File: src/rtl/coreresetpf_reset_ctrl.sv
// Fabric reset controller: merges all reset sources into one fabric reset that asserts
// asynchronously and releases synchronously after a programmable delay. Flash-freeze restore
// and system services can freeze the reset state.
module coreresetpf_reset_ctrl #(
    parameter int SYNC_STAGES   = 2,
    parameter int RELEASE_DELAY = 2
) (
    input  logic CLK,
    input  logic EXT_RST_N,
    input  logic PLL_LOCK,
    input  logic BANK_x_VDDI_STATUS,
    input  logic BANK_y_VDDI_STATUS,
    input  logic FPGA_POR_N,
    input  logic SS_BUSY,
    input  logic INIT_DONE,
    input  logic FF_US_RESTORE,
    output logic FABRIC_RESET_N,
    output logic PLL_POWERDOWN_B
);

    localparam logic [3:0] DELAY    = 4'(RELEASE_DELAY);
    localparam logic [3:0] DELAY_M1 = (RELEASE_DELAY > 0) ? 4'(RELEASE_DELAY - 1) : 4'd0;

    logic sourcesOk;
    logic freeze;
    logic rstIntN;

    logic [SYNC_STAGES-1:0] sync_q, sync_d;
    logic [3:0]             count_q, count_d;
    logic                   fabric_q, fabric_d;
    logic                   releaseNow;

    assign sourcesOk = EXT_RST_N & PLL_LOCK & INIT_DONE & BANK_x_VDDI_STATUS
                     & BANK_y_VDDI_STATUS & FPGA_POR_N;
    assign freeze    = SS_BUSY | FF_US_RESTORE;

    // Single AND/OR level; this net only ever feeds asynchronous clears.
    assign rstIntN   = sourcesOk | freeze;

    // With no extra delay the fabric reset releases on the same edge the synchronizer completes.
    generate
        if (RELEASE_DELAY == 0) begin : g_noDelay
            assign releaseNow = sync_q[SYNC_STAGES-2];
        end else begin : g_delay
            assign releaseNow = sync_q[SYNC_STAGES-1] && (count_q == DELAY_M1);
        end
    endgenerate

    always_comb begin
        sync_d   = {sync_q[SYNC_STAGES-2:0], 1'b1};
        count_d  = count_q;
        if (sync_q[SYNC_STAGES-1] && (count_q != DELAY)) begin
            count_d = count_q + 4'd1;
        end
        fabric_d = fabric_q | releaseNow;
    end

    // Freeze holds every release flop so a paused sequence resumes where it stopped.
    always_ff @(posedge CLK or negedge rstIntN) begin
        if (!rstIntN) begin
            sync_q   <= '0;
            count_q  <= 4'd0;
            fabric_q <= 1'b0;
        end else if (!freeze) begin
            sync_q   <= sync_d;
            count_q  <= count_d;
            fabric_q <= fabric_d;
        end
    end

    assign FABRIC_RESET_N  = fabric_q;
    assign PLL_POWERDOWN_B = FPGA_POR_N & BANK_y_VDDI_STATUS;

endmodule

File: config.mk
export PLATFORM = sky130hd
export DESIGN_NAME = coreresetpf_reset_ctrl
export DESIGN_NICKNAME = d
export VERILOG_FILES = /design/src/rtl/coreresetpf_reset_ctrl.sv
export SDC_FILE = /design/constraint.sdc
export NUM_CORES = 1
export LEC_CHECK = 0
export ABC_AREA = 1
export CAP_MARGIN = 20
export CORE_AREA = 2 2 39 41
export CTS_CLUSTER_DIAMETER = 200
export CTS_CLUSTER_SIZE = 14
export DETAILED_ROUTE_END_ITERATION = 6
export DIE_AREA = 0 0 41 43
export GPL_TIMING_DRIVEN = 1
export SLEW_MARGIN = 15
export SYNTH_ARGS = -nofsm -noshare
export SYNTH_HDL_FRONTEND = slang
export SYNTH_SLANG_ARGS = --single-unit
File: constraint.sdc
create_clock -name CLK -period 3.2 [get_ports CLK]
set_clock_uncertainty 0.05 [all_clocks]
set_input_delay 0.64 -clock CLK [delete_from_list [all_inputs] [get_ports CLK]]
set_output_delay 0.64 -clock CLK [all_outputs]
set_load 0.05 [all_outputs]
# Yosys cells after proc, flatten, opt, wreduce, memory -nomap -nowiden

Cells that the tools add are included.
Widths: inputs -> output; s select.

Register bits after elaboration: 7
Latch bits: 0
RAM bits: 0
ROM bits: 0
Bits of input ports: 9
Output and inout port bits: 2
Logic and storage cells: 19
Memories kept: 0

$add $sub $neg: 1
$mul: 0
Div/mod/pow operators: 0
Order comparisons: 0
Eq/ne operators: 2
Shifts and indexed selects: 0
Multiplexer cells: 0
Bitwise operators: 10
Reductions and logical operators: 3

Operators with widths:

| operator            | number |
|---|---|
| $and 1x1->1         | 6 |
| $add 4x1->4 const B | 1 |
| $eq 4x1->1 const B  | 1 |
| $ne 4x2->1 const B  | 1 |
| $or 1x1->1          | 3 |
| $logic_and 1x1->1   | 2 |
| $reduce_and 2->1    | 1 |
| $not 1->1           | 1 |

# Logic depth before layout (Yosys ltp)

Gate-level depths: netlist (run 1).

Depth after elaboration: 6
Gate-level depth with buffers: 7
Gate-level depth less buffers: 7

# Least setup slack after synthesis (run 1)

No wires, ideal clock.

Path kind: input to output
Start: in FPGA_POR_N
End: out PLL_POWERDOWN_B
Arrival: 993 ps
Data required time: 2510 ps
Slack: 1517 ps
Cell stages on the path: 2
Buffers on the path: 0
Cell sequence: nand2_1 -> inv_1

Longest elaborated chain between the ends: 1

RTL lines:

| item        | line | RTL |
|---|---|---|
| from (decl) | 13   | `input logic FPGA_POR_N,` |
| $and 1x1->1 | 72   | `assign PLL_POWERDOWN_B = FPGA_POR_N & BANK_y_VDDI_STATUS;` |
| to (decl)   | 18   | `output logic PLL_POWERDOWN_B` |

Every way passes these cells.

# Final worst setup path (run 1)

Same ends and word-level chain as after synthesis.

==> results of run 1 <==
-- worst reg2reg max path: stages, from the launching register on --
cell and delay, ns:
dfrtp_1 0.44, inv_1 0.09, ha_1 0.23, nand2_4 0.09
nand3_4 0.09, nand2_1 0.07, o21ai_1 0.06
-- state kept, by name (all words and copies together), names as in the netlist --
signal and count:
count_q 4, sync_q 2, FABRIC_RESET_N 1
-- cell usage in the layout (no fill, tap or decap) --
| cell type | n |
|---|---|
| dfrtp_1 | 7 |
| ha_1 | 3 |
| inv_1 | 5 |
| nand3_1 | 2 |
| buf_4 | 1 |
| nor2_2 | 2 |
| clkbuf_4 | 3 |
| o21ai_1 | 3 |
| nand2_1 | 13 |
| o21ai_0 | 1 |
| nand4_1 | 3 |
| inv_2 | 1 |
| clkdlybuf4s50_1 | 10 |
| nand3_4 | 1 |
| o21bai_1 | 1 |
| nor2_1 | 1 |
| clkbuf_1 | 1 |
| xnor2_1 | 1 |
| nand2_4 | 1 |
-- power by group through the flow --
stage | Combinational [W] | Sequential, W | Clock (W)
global placement | 0.000151 | 0.000157 | 0
CTS | 0.000155 | 0.000156 | 0.0000853
finish | 0.000152 | 0.000156 | 0.0000827
detailed placement | 0.000155 | 0.000158 | 0
floorplan | 0.0000938 | 0.000171 | 0
global route | 0.000173 | 0.000163 | 0.0000897
-- logic make-up (layout without fill, tap and decap cells) --
logic type | count (synthesis) | after routing
and+or+nand+nor | 23 | 23
DFF | 7 | 7
buffers and inverters | 6 | 21
AOI/OAI and AO/OA | 5 | 5
adders and majority gates | 3 | 3
xor gates and xnor gates | 1 | 1
-- path summary, 6_finish.rpt --
check	startpoint	to	slack, ns	depth (start not counted)
max in group asynchronous	INIT_DONE	count_q[2]	2.11	4
max	FPGA_POR_N	PLL_POWERDOWN_B	0.52	4
min	sync_q[0]	sync_q[0]	0.41	2
max reg2reg	count_q[0]	count_q[1]	1.97	6
min in group asynchronous	FF_US_RESTORE	sync_q[1]	0.76	4
min reg2reg	sync_q[0]	sync_q[0]	0.41	2
-- synthesized netlist by cell type --
cell      instances  area (sq um)
nor2_1            1          3.75
nand4_1           3          18.8
o21ai_1           3          15.0
nand3_1           2          10.0
xnor2_1           1          8.76
nand2_4           1          11.3
nor2_2            2          12.5
inv_1             5          18.8
nand2_1          13          48.8
o21ai_0           1          5.00
o21bai_1          1          7.51
dfrtp_1           7           175
inv_2             1          3.75
nand3_4           1          17.5
ha_1              3          37.5
-- per-stage QoR --
stage	cells	instance area, sq um	setup slack (ns)	util (%)	hold slack, ns
2_1_floorplan	45	394	1.52	-	0.372
3_3_place_gp	72	522	0.518	37.7	0.386
3_5_place_dp	72	522	0.516	37.7	0.398
4_1_cts	76	548	0.507	39.6	0.411
5_1_grt	76	548	0.447	39.6	0.422
6_report	76	548	0.516	39.6	0.407
-- layer usage --
metal / global-route usage (%) / vias to the layer above / share of wire [%]
met3: 3.14 / 2 / 6.1
met1: 15.7 / 136 / 49
met4: 8.00 / 0 / 2.5
met2: 14.4 / 12 / 42
li1: - / 176 / -
met5: 0 / - / 0
-- area by class of cell --
type                       instances  share of cell area, %
timing repair buffer              11                   19.6
tap                               16                   3.65
clock buffer                       4                   4.79
sequential                         7                   32.0
inverter                           6                   4.11
multi-input combinational         32                   35.8
==> flow_summary_export.csv, run 1 <==
group,metric,value,unit
yosys,synth_xor_area_share,2.22,%
setup_path,path_buf_inv,3,
yosys,synthAdderAreaFrac,9.52,%
final_layout,multi_input_area,196,sq um
timing,max_freq,373,MHz
setup_path,cp_slowest_stage_delay,0.79,ns
clock_network,cts_root_buf,"clkbuf_4",
floorplanning,ios,11,
timing,finalSetupTns,0,ns
hold_path,hold_class,"flip-flop to flip-flop",
placement,place_congestion,0.688,
drt,drt-pass1-iter-count,2,
yosys,seq_area_frac_synth,44.4,%
placement,portBuffers,10,
yosys,synth.area.mux_share,0,%
setup_path,worstSetupStartpointType,"input port",
setup_path,path_delay_family,"buffers and inverters",
timing,hold_viol_final,0,
grt,grt_overflow,0,
yosys,synth_compound_area_share,6.98,%
timing,timing.slew.headroom,67.3,%
setup_path,cp.required,2.51,ns
setup_path,crit_type,"input port to output pin",
floorplanning,initial_utilization,28.5,%
timing,period_minus_slack,2.68,ns
status,status,"complete, no violations",
timing,rsz0062_at_grt,"no",
floorplanning,core,1380,sq um
clock_network,cts_tree,"yes",
power,p_seq_share,39.9,%
floorplanning,die_w,41,microns
setup_path,cp.arrival,1.99,ns
clock_network,cts.sinks,7,
yosys,synthDistinctLibCells,15,
yosys,syn_area,394,sq um
clock_network,cts_resized,0,
timing,setup_viol,0,
final_layout,drive_gt1_share,15.0,%
power,p_sw_share,40.2,%
drt,wl_per_cell,8.99,microns
final_layout,area_growth,39.0,%
clock_network,path_clk_slew,0.06,ns
grt,grt_pass1_vias,331,
drt,drc_errors,0,
clock_network,clk_latency,0.26,ns
timing,slew_viol_final,0,
power,power_density,712,nW/um^2
yosys,syn_area_per_cell,8.76,sq um
setup_path,worstPathMaxFanout,2,
power,p_int,0.000234,W
drt,drtIter0Drc,5,
yosys,yosys_register_bits,7,
floorplanning,dieArea,1760,sq um
grt,antenna_found_initial,0,
timing,tightest_slew,0.489,ns
setup_path,path_common_cell,"clkdlybuf4s50_1",
floorplanning,die_h,43,microns
clock_network,cts_buffers,3,
run,maxCapViolCount,0,
placement,place_hpwl,550,microns
power,p_comb_share,38.9,%
setup_path,critPathSlowestCell,"clkdlybuf4s50_1",
power,power,0.000390,W
final_layout,antenna_cells,0,
final_layout,fin_nets,73,
grt,grt_max_degree,8,
drt,routed_wl,683,microns
power,p_leak,0.251,nW
yosys,syn_nets,57,
timing,period_share,83.9,%
yosys,syn_inst,45,
final_layout,seq_area,175,sq um
grt,grt_usage,11.3,%
clock_network,clockBufferDepth,2,
yosys,synth_top_family_by_area,"simple AND/OR/NAND/NOR gates",
clock_network,cts_setup_buffers,0,
power,power.switching,0.000157,W
drt,vias,326,
final_layout,num-fill-cells,151,
yosys,yosys_warnings,0,
clock_network,postCtsHoldBufs,0,
setup_path,critPathCaptureType,"output pin",
yosys,synthSimpleGateAreaFrac,31.1,%
floorplanning,rows,14,
grt,grt_pass1_wl,1.30,mm
setup_path,path_cells,"clkdlybuf4s50_1 > nand2_1 > inv_1 > clkdlybuf4s50_1",
drt,routed_via_density,4.29,
clock_network,htree_levels,1,
drt,ant_nets,0,
power,ir_worst_vdd,281,uV
power,p_clk_share,21.2,%
Note: power is estimated with default switching activity, not from simulation.
==> inputs of run 2 (changes only) <==
==> constraint.sdc (replaced) <==
create_clock -name CLK -period 2.6 [get_ports CLK]
set_clock_uncertainty 0.05 [all_clocks]
set_input_delay 0.52 -clock CLK [delete_from_list [all_inputs] [get_ports CLK]]
set_output_delay 0.52 -clock CLK [all_outputs]
set_load 0.05 [all_outputs]
==> run 2 against run 1 <==
Net effect:
- cell count is the same
- combinational power is 22% higher
- global-route usage is 0.21 points higher
- die area is the same
- sequential power is 22% higher
- sequential cell count is the same
- critical path depth fell by 3
- worst setup slack better by 0.12 ns
- critical endpoint is now FABRIC_RESET_N
==> flow_summary_export.csv, run 2 (synthesis gave the netlist of run 1 again) <==
group,metric,value,unit
final_layout,drive_gt1_share,16.7,%
clock_network,postCtsHoldBufs,0,
drt,wl_met1,332,microns
grt,grt_pass1_vias,324,
final_layout,num-fill-cells,138,
floorplanning,core,1380,sq um
clock_network,cts_resized,0,
setup_path,path_delay_family,"buffers and inverters",
final_layout,area_growth,38.4,%
final_layout,finalNonFillerCells,76,
hold_path,hold_class,"flip-flop to flip-flop",
grt,grt_pass1_wl,1.33,mm
power,power,0.000480,W
drt,wl_per_cell,9.17,microns
setup_path,reg2reg_slack,1.36,ns
drt,routed_wl,697,microns
grt,grt_overflow,0,
setup_path,path_cells,"clkdlybuf4s50_1",
setup_path,r2r_cells,6,
setup_path,cp_slowest_stage_delay,0.80,ns
final_layout,mostFrequentLayoutCells,"13 x nand2_1, 9 x clkdlybuf4s50_1, 7 x dfrtp_1",
timing,max_freq,510,MHz
power,p_leak,0.253,nW
timing,slew_viol_final,0,
setup_path,worstSetupStartpointType,"flip-flop",
drt,dr_wl_met3,35,microns
timing,period_share,75.4,%
final_layout,top_register,"count_q",
hold_path,holdPathStages,2,
clock_network,cts_tree,"yes",
floorplanning,initial_utilization,28.5,%
placement,place_congestion,0.689,
floorplanning,die_w,41,microns
setup_path,crit_type,"flip-flop to output pin",
drt,drtIter0Drc,2,
drt,vias,339,
final_layout,final_common_cell,"nand2_1",
timing,tightest_slew,0.488,ns
drt,highest_layer,"met4",
clock_network,htree_levels,1,
floorplanning,ios,11,
clock_network,clk_latency,0.26,ns
grt,antenna_found_initial,0,
placement,place_hpwl,551,microns
final_layout,fin_area,546,sq um
floorplanning,rows,14,
clock_network,cts_setup_buffers,0,
timing,setup_viol,0,
status,status,"complete, no violations",
clock_network,cts.sinks,7,
placement,dp_cells,72,
floorplanning,die_h,43,microns
setup_path,path_buf_inv,1,
setup_path,critPathSlowestCell,"clkdlybuf4s50_1",
drt,routed-wl-met2,311,microns
drt,ant_nets,0,
placement,dpl_cell_area,519,sq um
setup_path,cp.required,2.03,ns
final_layout,largest_reg_flops,4,
clock_network,clockBufferDepth,2,
setup_path,worstPathMaxFanout,2,
timing,rsz0062_at_grt,"no",
clock_network,cts_buffers,3,
drt,routed_via_density,4.46,
timing,finalSetupTns,0,ns
setup_path,cp.arrival,1.39,ns
grt,grt_usage,11.5,%
grt,grt_max_degree,8,
power,ir_worst_vdd,301,uV
timing,hold_viol_final,0,
drt,drc_errors,0,
run,maxCapViolCount,0,
setup_path,critPathCaptureType,"output pin",
floorplanning,dieArea,1760,sq um
drt,drt-pass1-iter-count,2,
setup_path,critical_path_depth,1,
final_layout,antenna_cells,0,
clock_network,cts_root_buf,"clkbuf_4",
placement,portBuffers,10,
timing,timing.slew.headroom,67.4,%
final_layout,fin_nets,73,
clock_network,path_clk_slew,0.06,ns
timing,period_minus_slack,1.96,ns
power,power_density,879,nW/um^2
==> run 2: stage by stage <==
stage | hold WS, ns | util, % | worst slack, ns
after CTS | 0.406 | 39.4 | 0.622
after floorplan | 0.372 | - | 1.16
after detailed placement | 0.392 | 37.5 | 0.766
final | 0.406 | 39.4 | 0.639
after global placement | 0.386 | 37.5 | 0.763
after global routing | 0.426 | 39.4 | 0.594
==> run 2: final timing paths <==
kind | start | endpoint
worst min-delay path | sync_q[0] | sync_q[0]
max in group asynchronous | BANK_x_VDDI_STATUS | count_q[1]
worst min register to register | sync_q[0] | sync_q[0]
worst max-delay path | FABRIC_RESET_N | FABRIC_RESET_N
min in group asynchronous | SS_BUSY | sync_q[0]
worst max register to register | count_q[0] | count_q[2]
==> run 2: power by group <==
group | internal [W] | switching, W | total (W)
combinational | 0.0000836 | 0.000102 | 0.000186
clock | 0.0000589 | 0.0000446 | 0.000104
sequential | 0.000144 | 0.0000458 | 0.000190
==> run 2: per-layer routing <==
layer	vias up	track usage [%]
li1	176	-
met1	149	17.1
met2	12	13.8
met3	2	3.14
met4	0	8.00
met5	-	0
==> run 2: final cells by class <==
type	count	area [sq um]	share of cell area [%]
well taps	16	20.0	3.67
clock buffers	4	26.3	4.82
flip-flops and latches	7	175	32.1
multi-input cells	32	196	36.0
repair buffers	11	105	19.3
inverters	6	22.5	4.13
